$ cat config.mk
export PLATFORM = sky130hd
export DESIGN_NAME = platform_scroll_scheduler
export DESIGN_NICKNAME = d
export VERILOG_FILES = /design/src/rtl/platform_scroll_scheduler.sv
export SDC_FILE = /design/constraint.sdc
export NUM_CORES = 1
export LEC_CHECK = 0
export CAP_MARGIN = 10
export CORE_UTILIZATION = 45
export CTS_BUF_LIST = sky130_fd_sc_hd__clkbuf_8
export CTS_CLUSTER_DIAMETER = 120
export DETAILED_ROUTE_END_ITERATION = 6
export PLACE_DENSITY = 0.76
export SLEW_MARGIN = 20
export SYNTH_ARGS = -nofsm -noshare
export SYNTH_HDL_FRONTEND = slang
export SYNTH_SLANG_ARGS = --single-unit
$ cat constraint.sdc
create_clock -name clk -period 3.4 [get_ports clk]
set_input_delay 0.68 -clock clk [delete_from_list [all_inputs] [get_ports clk]]
set_output_delay 0.68 -clock clk [all_outputs]
set_load 0.02 [all_outputs]
$ cat src/rtl/platform_scroll_scheduler.sv
// Per-frame scroll decision and platform-table walk: moves active platforms down by the
// scroll amount and respawns the ones that fall off the bottom at the top with an LFSR x.
module platform_scroll_scheduler #(
    parameter int         NUM_PLATFORMS = 93,
    parameter int         SCREEN_W      = 1024,
    parameter int         SCREEN_H      = 768,
    parameter int         PLATFORM_W    = 100,
    parameter int         SCROLL_LINE   = 300,
    parameter int         MAX_SCROLL    = 15,
    parameter logic [9:0] LFSR_SEED     = 10'h2A5
) (
    input  logic               clk,
    input  logic               rst,
    input  logic               frame_start,
    input  logic [9:0]         doodle_y,
    input  logic               doodle_rising,
    output logic [6:0]         rd_idx,
    input  logic signed [10:0] rd_x,
    input  logic signed [10:0] rd_y,
    input  logic               rd_active,
    output logic               wr_valid,
    input  logic               wr_ready,
    output logic [6:0]         wr_idx,
    output logic signed [10:0] wr_x,
    output logic signed [10:0] wr_y,
    output logic               wr_active,
    output logic [3:0]         scroll_amount,
    output logic               scroll_valid,
    output logic               busy,
    output logic               frame_overrun,
    output logic [15:0]        score
);

    localparam int IDX_W = 7;

    localparam logic [9:0]        SCROLL_LINE_V = 10'(SCROLL_LINE);
    localparam logic [9:0]        MAX_SCROLL_V  = 10'(MAX_SCROLL);
    localparam logic [9:0]        RESPAWN_SPAN  = 10'(SCREEN_W - PLATFORM_W);
    localparam logic signed [10:0] SCREEN_H_V   = 11'(SCREEN_H);
    localparam logic [IDX_W-1:0]  LAST_IDX      = IDX_W'(NUM_PLATFORMS - 1);

    typedef enum logic [2:0] {
        IDLE,
        READ,
        EVAL,
        WRITE,
        DONE
    } state_t;

    // Scroll only while rising above the line, by the distance above it, clamped.
    function automatic logic [3:0] calc_scroll(input logic [9:0] y, input logic rising);
        logic [9:0] diff;
        diff = 10'd0;
        if (rising && (y < SCROLL_LINE_V)) begin
            diff = SCROLL_LINE_V - y;
            if (diff > MAX_SCROLL_V) begin
                diff = MAX_SCROLL_V;
            end
        end
        return diff[3:0];
    endfunction

    function automatic logic [15:0] sat_add16(input logic [15:0] a, input logic [3:0] b);
        logic [16:0] sum;
        sum = {1'b0, a} + {13'd0, b};
        return sum[16] ? 16'hFFFF : sum[15:0];
    endfunction

    function automatic logic [9:0] lfsr_next(input logic [9:0] r);
        return {r[8:0], r[9] ^ r[6]};
    endfunction

    // Fold the LFSR value into the range where a whole platform stays on screen.
    function automatic logic signed [10:0] respawn_x(input logic [9:0] r);
        logic [9:0] v;
        v = (r >= RESPAWN_SPAN) ? (r - RESPAWN_SPAN) : r;
        return signed'({1'b0, v});
    endfunction

    state_t             state_q, state_d;
    logic [IDX_W-1:0]   idx_q, idx_d;
    logic [3:0]         scroll_amount_q, scroll_amount_d;
    logic               wr_valid_q, wr_valid_d;
    logic [IDX_W-1:0]   wr_idx_q, wr_idx_d;
    logic signed [10:0] wr_x_q, wr_x_d;
    logic signed [10:0] wr_y_q, wr_y_d;
    logic               wr_active_q, wr_active_d;
    logic               respawn_q, respawn_d;
    logic               scroll_valid_q, scroll_valid_d;
    logic               frame_overrun_q, frame_overrun_d;
    logic [15:0]        score_q, score_d;
    logic [9:0]         lfsr_q, lfsr_d;
    logic signed [10:0] ny;
    logic               advance;
    logic [3:0]         s_new;

    always_comb begin
        state_d         = state_q;
        idx_d           = idx_q;
        scroll_amount_d = scroll_amount_q;
        wr_valid_d      = wr_valid_q;
        wr_idx_d        = wr_idx_q;
        wr_x_d          = wr_x_q;
        wr_y_d          = wr_y_q;
        wr_active_d     = wr_active_q;
        respawn_d       = respawn_q;
        score_d         = score_q;
        lfsr_d          = lfsr_q;
        scroll_valid_d  = 1'b0;
        frame_overrun_d = frame_start && (state_q != IDLE);
        advance         = 1'b0;
        s_new           = calc_scroll(doodle_y, doodle_rising);
        ny              = rd_y + signed'({7'd0, scroll_amount_q});

        case (state_q)
            IDLE: begin
                if (frame_start) begin
                    scroll_amount_d = s_new;
                    if (s_new != 4'd0) begin
                        idx_d   = '0;
                        state_d = READ;
                    end
                end
            end
            READ: begin
                state_d = EVAL;
            end
            EVAL: begin
                if (!rd_active) begin
                    advance = 1'b1;
                end else begin
                    wr_idx_d    = idx_q;
                    wr_active_d = 1'b1;
                    wr_valid_d  = 1'b1;
                    state_d     = WRITE;
                    if (ny >= SCREEN_H_V) begin
                        wr_y_d    = ny - SCREEN_H_V;
                        wr_x_d    = respawn_x(lfsr_q);
                        respawn_d = 1'b1;
                    end else begin
                        wr_y_d    = ny;
                        wr_x_d    = rd_x;
                        respawn_d = 1'b0;
                    end
                end
            end
            WRITE: begin
                if (wr_ready) begin
                    wr_valid_d = 1'b0;
                    if (respawn_q) begin
                        lfsr_d = lfsr_next(lfsr_q);
                    end
                    advance = 1'b1;
                end
            end
            DONE: begin
                state_d = IDLE;
            end
            default: begin
                state_d = IDLE;
            end
        endcase

        // scroll_valid and the score update land together with the DONE cycle.
        if (advance) begin
            if (idx_q == LAST_IDX) begin
                state_d        = DONE;
                scroll_valid_d = 1'b1;
                score_d        = sat_add16(score_q, scroll_amount_q);
            end else begin
                idx_d   = idx_q + IDX_W'(1);
                state_d = READ;
            end
        end
    end

    always_ff @(posedge clk or negedge rst) begin
        if (!rst) begin
            state_q         <= IDLE;
            idx_q           <= '0;
            scroll_amount_q <= 4'd0;
            wr_valid_q      <= 1'b0;
            wr_idx_q        <= '0;
            wr_x_q          <= '0;
            wr_y_q          <= '0;
            wr_active_q     <= 1'b0;
            respawn_q       <= 1'b0;
            scroll_valid_q  <= 1'b0;
            frame_overrun_q <= 1'b0;
            score_q         <= 16'd0;
            lfsr_q          <= LFSR_SEED;
        end else begin
            state_q         <= state_d;
            idx_q           <= idx_d;
            scroll_amount_q <= scroll_amount_d;
            wr_valid_q      <= wr_valid_d;
            wr_idx_q        <= wr_idx_d;
            wr_x_q          <= wr_x_d;
            wr_y_q          <= wr_y_d;
            wr_active_q     <= wr_active_d;
            respawn_q       <= respawn_d;
            scroll_valid_q  <= scroll_valid_d;
            frame_overrun_q <= frame_overrun_d;
            score_q         <= score_d;
            lfsr_q          <= lfsr_d;
        end
    end

    assign rd_idx        = idx_q;
    assign wr_valid      = wr_valid_q;
    assign wr_idx        = wr_idx_q;
    assign wr_x          = wr_x_q;
    assign wr_y          = wr_y_q;
    assign wr_active     = wr_active_q;
    assign scroll_amount = scroll_amount_q;
    assign scroll_valid  = scroll_valid_q;
    assign frame_overrun = frame_overrun_q;
    assign score         = score_q;
    assign busy          = (state_q != IDLE);

endmodule
==> results.txt <==
----------------------------------------------------
[Power and ir drop]
  Switching Share ... roughly two fifths
  Clock network fraction of total power ... 18.2%
  P_int ... approximately 0.0023 W
  Proportion of power drawn by flip-flops and latches ... 37.0%
  Static leakage ... 2.63 nW
  Net switching component of the power ... 0.00149 W
  Peak supply drop ... 290 µV
  Power, Total ... 0.00383 W
  Combinational Power Share ... 44.8%
  Power density cells ... 628 nW/µm²

[Timing]
  Summed negative setup slack over all endpoints ... 0 ps
  Worst clock skew on the final layout ... approximately 13 ps
  Highest clock frequency the design can meet ... a little over 0.3 GHz
  Setup repair after global routing missed its margin ... no
  Count of final max-slew check failures ... 0
  Worst hold margin ... approximately 450 ps
  Shortest clock period the worst path allows after layout ... 3290 ps
  Final setup violation count ... 0
  Slew at the pin closest to its max-slew limit ... 913 ps
  Final count of hold timing violations ... 0
  Worst slew margin relative to its limit ... 39.2%
  Period utilization ... 96.9%

[Routing]
  Router iterations before antenna repair ... 4
  Final routed DRC violation total ... 0
  Number of DRC violations after detailed-routing iteration 0 ... 136
  Total number of vias ... 3974
  Total length of routed wires ... 11.2 mm
  Detail-routed via count per cell ... about 5.4
  ANT nets after route ... 0
  Wirelength per Cell ... 15.3 µm

[Floorplan]
  Die X ... between 100 and 150 µm
  Initial Util ... 46.6%
  Height of the die ... around 100 µm
  Area of the die ... 10000 µm²
  IO Count ... 99
  Number of placement rows ... 35
  Floorplan Core Area ... 9280 µm²

[GRT]
  First-pass GRT wire length ... 18.5 mm
  Initial antenna violation count ... 0
  Aggregate global-route resource usage ... roughly 23%
  Sum of overflow across all layers after global routing ... 0
  Maximum number of pins on one net before global-route repair ... 75
  Vias in the first global route ... 3946

[Setup path]
  Register-to-Register Setup Slack ... 170 ps
  Endpoint kind of the worst setup timing path ... flop
  Highest net fanout along the worst path ... 4
  Critical Path Slowest Stage Cell ... sky130_fd_sc_hd__clkdlybuf4s50_1
  Ordered list of cells on the worst path ... clkdlybuf4s50_1 > ha_4 > o21ai_1 > a211oi_4 > xor2_2 > ha_2 > ha_4 > and4b_1 > o21ai_2 > a221o_1 > buf_4 > a41o_1 > o21ai_1
  Source of the worst register-to-register timing path ... scroll_amount[0]$_DFFE_PN0P_
  Kind of critical path ... in -> reg
  Critical register-to-register path endpoint ... wr_y[10]$_DFFE_PN0P_
  Worst path arrival time ... 3560 ps
  Worst reg2reg path depth ... 14
  Startpoint type of the worst setup path ... input port
  Critical path required time ... approximately 3700 ps
  Maximum single-stage delay on the critical path ... 440 ps

[Logic synthesis]
  Number of enable flip-flop cells after synthesis ... 0
  Share of synthesized registers carrying an async set or reset ... 100%
  Synth Warn # ... 0
  Primary flip-flop cell chosen by synthesis mapping ... sky130_fd_sc_hd__dfrtp_1
  Post-Synthesis Cell Area ... 4330 µm²
  Instance count of the mapped netlist ... 464
  Number of register bits inferred by synthesis ... 74
  Mean instance size in the synthesized netlist ... a little over 9 µm²
  Syn nets ... 518
  Distinct cell type count after synthesis ... 66
  Fraction of the yosys area taken by sequential cells ... 42.9%

[Cells and area]
  Diodes inserted ... 0
  Finished Core Util ... 65.7%
  Final nets ... 653
  Share of final-layout standard cells stronger than drive strength 1 ... 19.0%
  Synthesis-to-finish area growth ... 41.1%

[Clocking]
  Max Root-Sink Buffers ... 2
  Htree depth ... 3
  Clock-pin slew of the registers on the worst-case setup and hold paths ... approximately 90 ps
  CTS buffer count ... 9
  CTS Sinks ... 74
  Clock tree from TritonCTS ... done
  Clock latency on the worst-skew pair ... 350 ps
  Post-CTS Hold Fix Bufs ... 0
  Root buf cell ... sky130_fd_sc_hd__clkbuf_8

[Placed design]
  Placer's final routability congestion estimate ... 0.818
  HPWL after DPL ... 8.29 mm
  Count of port buffers added during placement ... 98

[Run status]
  Status ... finished clean

[Flow run]
  Number of max-capacitance violations reported ... 0

[Hold path]
  Classification of the worst-slack hold path ... in -> async

----------------------------------------------------
## how the worst max path moves through the flow
stage	from	endpoint	slack (ps)	cells past startpoint
2_1_floorplan	rd_y[0]	wr_x[3]$_DFFE_PN0P_	-20	14
3_3_place_gp	rd_y[0]	wr_x[8]$_DFFE_PN0P_	-530	13
5_1_grt	rd_y[2]	wr_y[10]$_DFFE_PN0P_	10	14
6_report	rd_y[3]	wr_y[10]$_DFFE_PN0P_	110	13
4_1_cts	rd_y[2]	wr_y[10]$_DFFE_PN0P_	30	14
3_5_place_dp	rd_y[0]	wr_x[8]$_DFFE_PN0P_	-660	13
## synth_stat cells (2+ instances only)
library cell,count,share of area (%)
sky130_fd_sc_hd__a211o_1,2,0.40
sky130_fd_sc_hd__a211oi_1,4,0.69
sky130_fd_sc_hd__a21o_1,3,0.52
sky130_fd_sc_hd__a21oi_1,15,1.7
sky130_fd_sc_hd__a21oi_2,3,0.61
sky130_fd_sc_hd__a31oi_1,11,1.6
sky130_fd_sc_hd__a41o_1,3,0.69
sky130_fd_sc_hd__and3_1,6,0.87
sky130_fd_sc_hd__and4b_1,2,0.46
sky130_fd_sc_hd__buf_2,4,0.46
sky130_fd_sc_hd__clkbuf_1,12,1.0
sky130_fd_sc_hd__dfrtp_1,69,40
sky130_fd_sc_hd__dfstp_2,5,3.0
sky130_fd_sc_hd__fa_1,2,0.93
sky130_fd_sc_hd__ha_1,14,4.0
sky130_fd_sc_hd__inv_1,19,1.6
sky130_fd_sc_hd__mux2_2,13,3.4
sky130_fd_sc_hd__mux2i_1,6,1.4
sky130_fd_sc_hd__nand2_1,74,6.4
sky130_fd_sc_hd__nand2b_1,5,0.72
sky130_fd_sc_hd__nand3_1,16,1.9
sky130_fd_sc_hd__nand3b_1,2,0.35
sky130_fd_sc_hd__nand4_1,11,1.6
sky130_fd_sc_hd__nor2_1,36,3.1
sky130_fd_sc_hd__nor2b_1,4,0.58
sky130_fd_sc_hd__nor3_1,7,0.81
sky130_fd_sc_hd__nor3b_1,2,0.35
sky130_fd_sc_hd__nor4_1,3,0.43
sky130_fd_sc_hd__nor4b_1,2,0.40
sky130_fd_sc_hd__o211ai_1,2,0.35
sky130_fd_sc_hd__o21ai_0,32,3.7
sky130_fd_sc_hd__o31ai_1,11,1.9
sky130_fd_sc_hd__o31ai_2,2,0.58
sky130_fd_sc_hd__o41a_1,4,1.0
sky130_fd_sc_hd__or3_1,3,0.43
sky130_fd_sc_hd__xnor2_1,15,3.0
sky130_fd_sc_hd__xor2_1,11,2.2
## registers in the layout (all words and copies together), names as in the netlist, 3 cells and up
name,count
lfsr_q,10
rd_idx,7
score,16
scroll_amount,4
state_q,3
wr_idx,7
wr_x,11
wr_y,11
## timing repair
action / CTS / global route
buffers inserted: 4 / 4
pin swaps: 3 / 7
setup endpoints to repair: 15 / 14
resized for setup: 7 / 13
## logic make-up after synthesis
group | after synthesis | synth area share [%]
AOI/OAI and AO/OA | 111 | 18.3
xor gates and xnor gates | 26 | 5.26
adders and majority gates | 16 | 4.97
buffers and inverters | 37 | 3.50
DFF | 74 | 42.9
muxes | 19 | 4.77
and+or+nand+nor | 181 | 20.3
## area by class of cell
class,instances,area (µm²)
multi-input cells,353,2500
inverters,19,71.3
clock inverters,7,76.3
well taps,129,161
fillers,758,3180
clock buffers,9,124
repair buffers,142,1310
flip-flops and latches,74,1860
## power groups by stage
stage | clock network, W | logic, W | registers, W
after floorplan | 0 | 0.000746 | 0.00160
after global placement | 0 | 0.00163 | 0.00142
after detailed placement | 0 | 0.00167 | 0.00143
final | 0.000696 | 0.00172 | 0.00142
after global routing | 0.000749 | 0.00186 | 0.00146
after CTS | 0.000705 | 0.00169 | 0.00142
## metal layers
layer | vias up | GRT usage [%] | routed length, µm
met2 | 118 | 40.8 | 5740
met1 | 1909 | 29.2 | 4810
met5 | - | 0 | 0
li1 | 1933 | - | -
met4 | 0 | 6.13 | 123
met3 | 14 | 4.39 | 530
## placed cells by master (no fill, tap or decap), drive strengths merged, types with 4 or more instances in the layout
cell type / Yosys / final
clkdlybuf4s50: 0 / 95
ha: 14 / 14
xnor2: 15 / 15
xor2: 11 / 11
nand2b: 5 / 5
o31ai: 13 / 13
nor4: 4 / 4
dfstp: 5 / 5
o21ai: 33 / 33
nand4: 11 / 11
inv: 19 / 21
a21oi: 18 / 18
and3: 6 / 6
a31oi: 12 / 12
nor2: 36 / 36
nand2: 74 / 74
clkbuf: 12 / 10
dfrtp: 69 / 69
nand3: 16 / 16
mux2: 13 / 13
a211oi: 5 / 5
buf: 6 / 45
nor2b: 4 / 4
o41a: 4 / 4
nor3: 8 / 8
or3: 4 / 4
mux2i: 6 / 6
## through the flow
stage | worst slack [ps] | instance area (µm²) | instances
after detailed placement | -658 | 5730 | 709
after CTS | 26.2 | 5990 | 729
final | 106 | 6100 | 733
after global placement | -533 | 5730 | 709
after global routing | 10.8 | 6100 | 733
after floorplan | -21.7 | 4400 | 464
## worst max-delay path: cells and delay by family
family / cells / cell delay [ps]
buf+inv: 2 / 600
fa+ha+maj: 3 / 680
compound gates: 6 / 1200
xor+xnor: 1 / 190
simple gates: 1 / 200
Power figures use the tool's default switching activity.
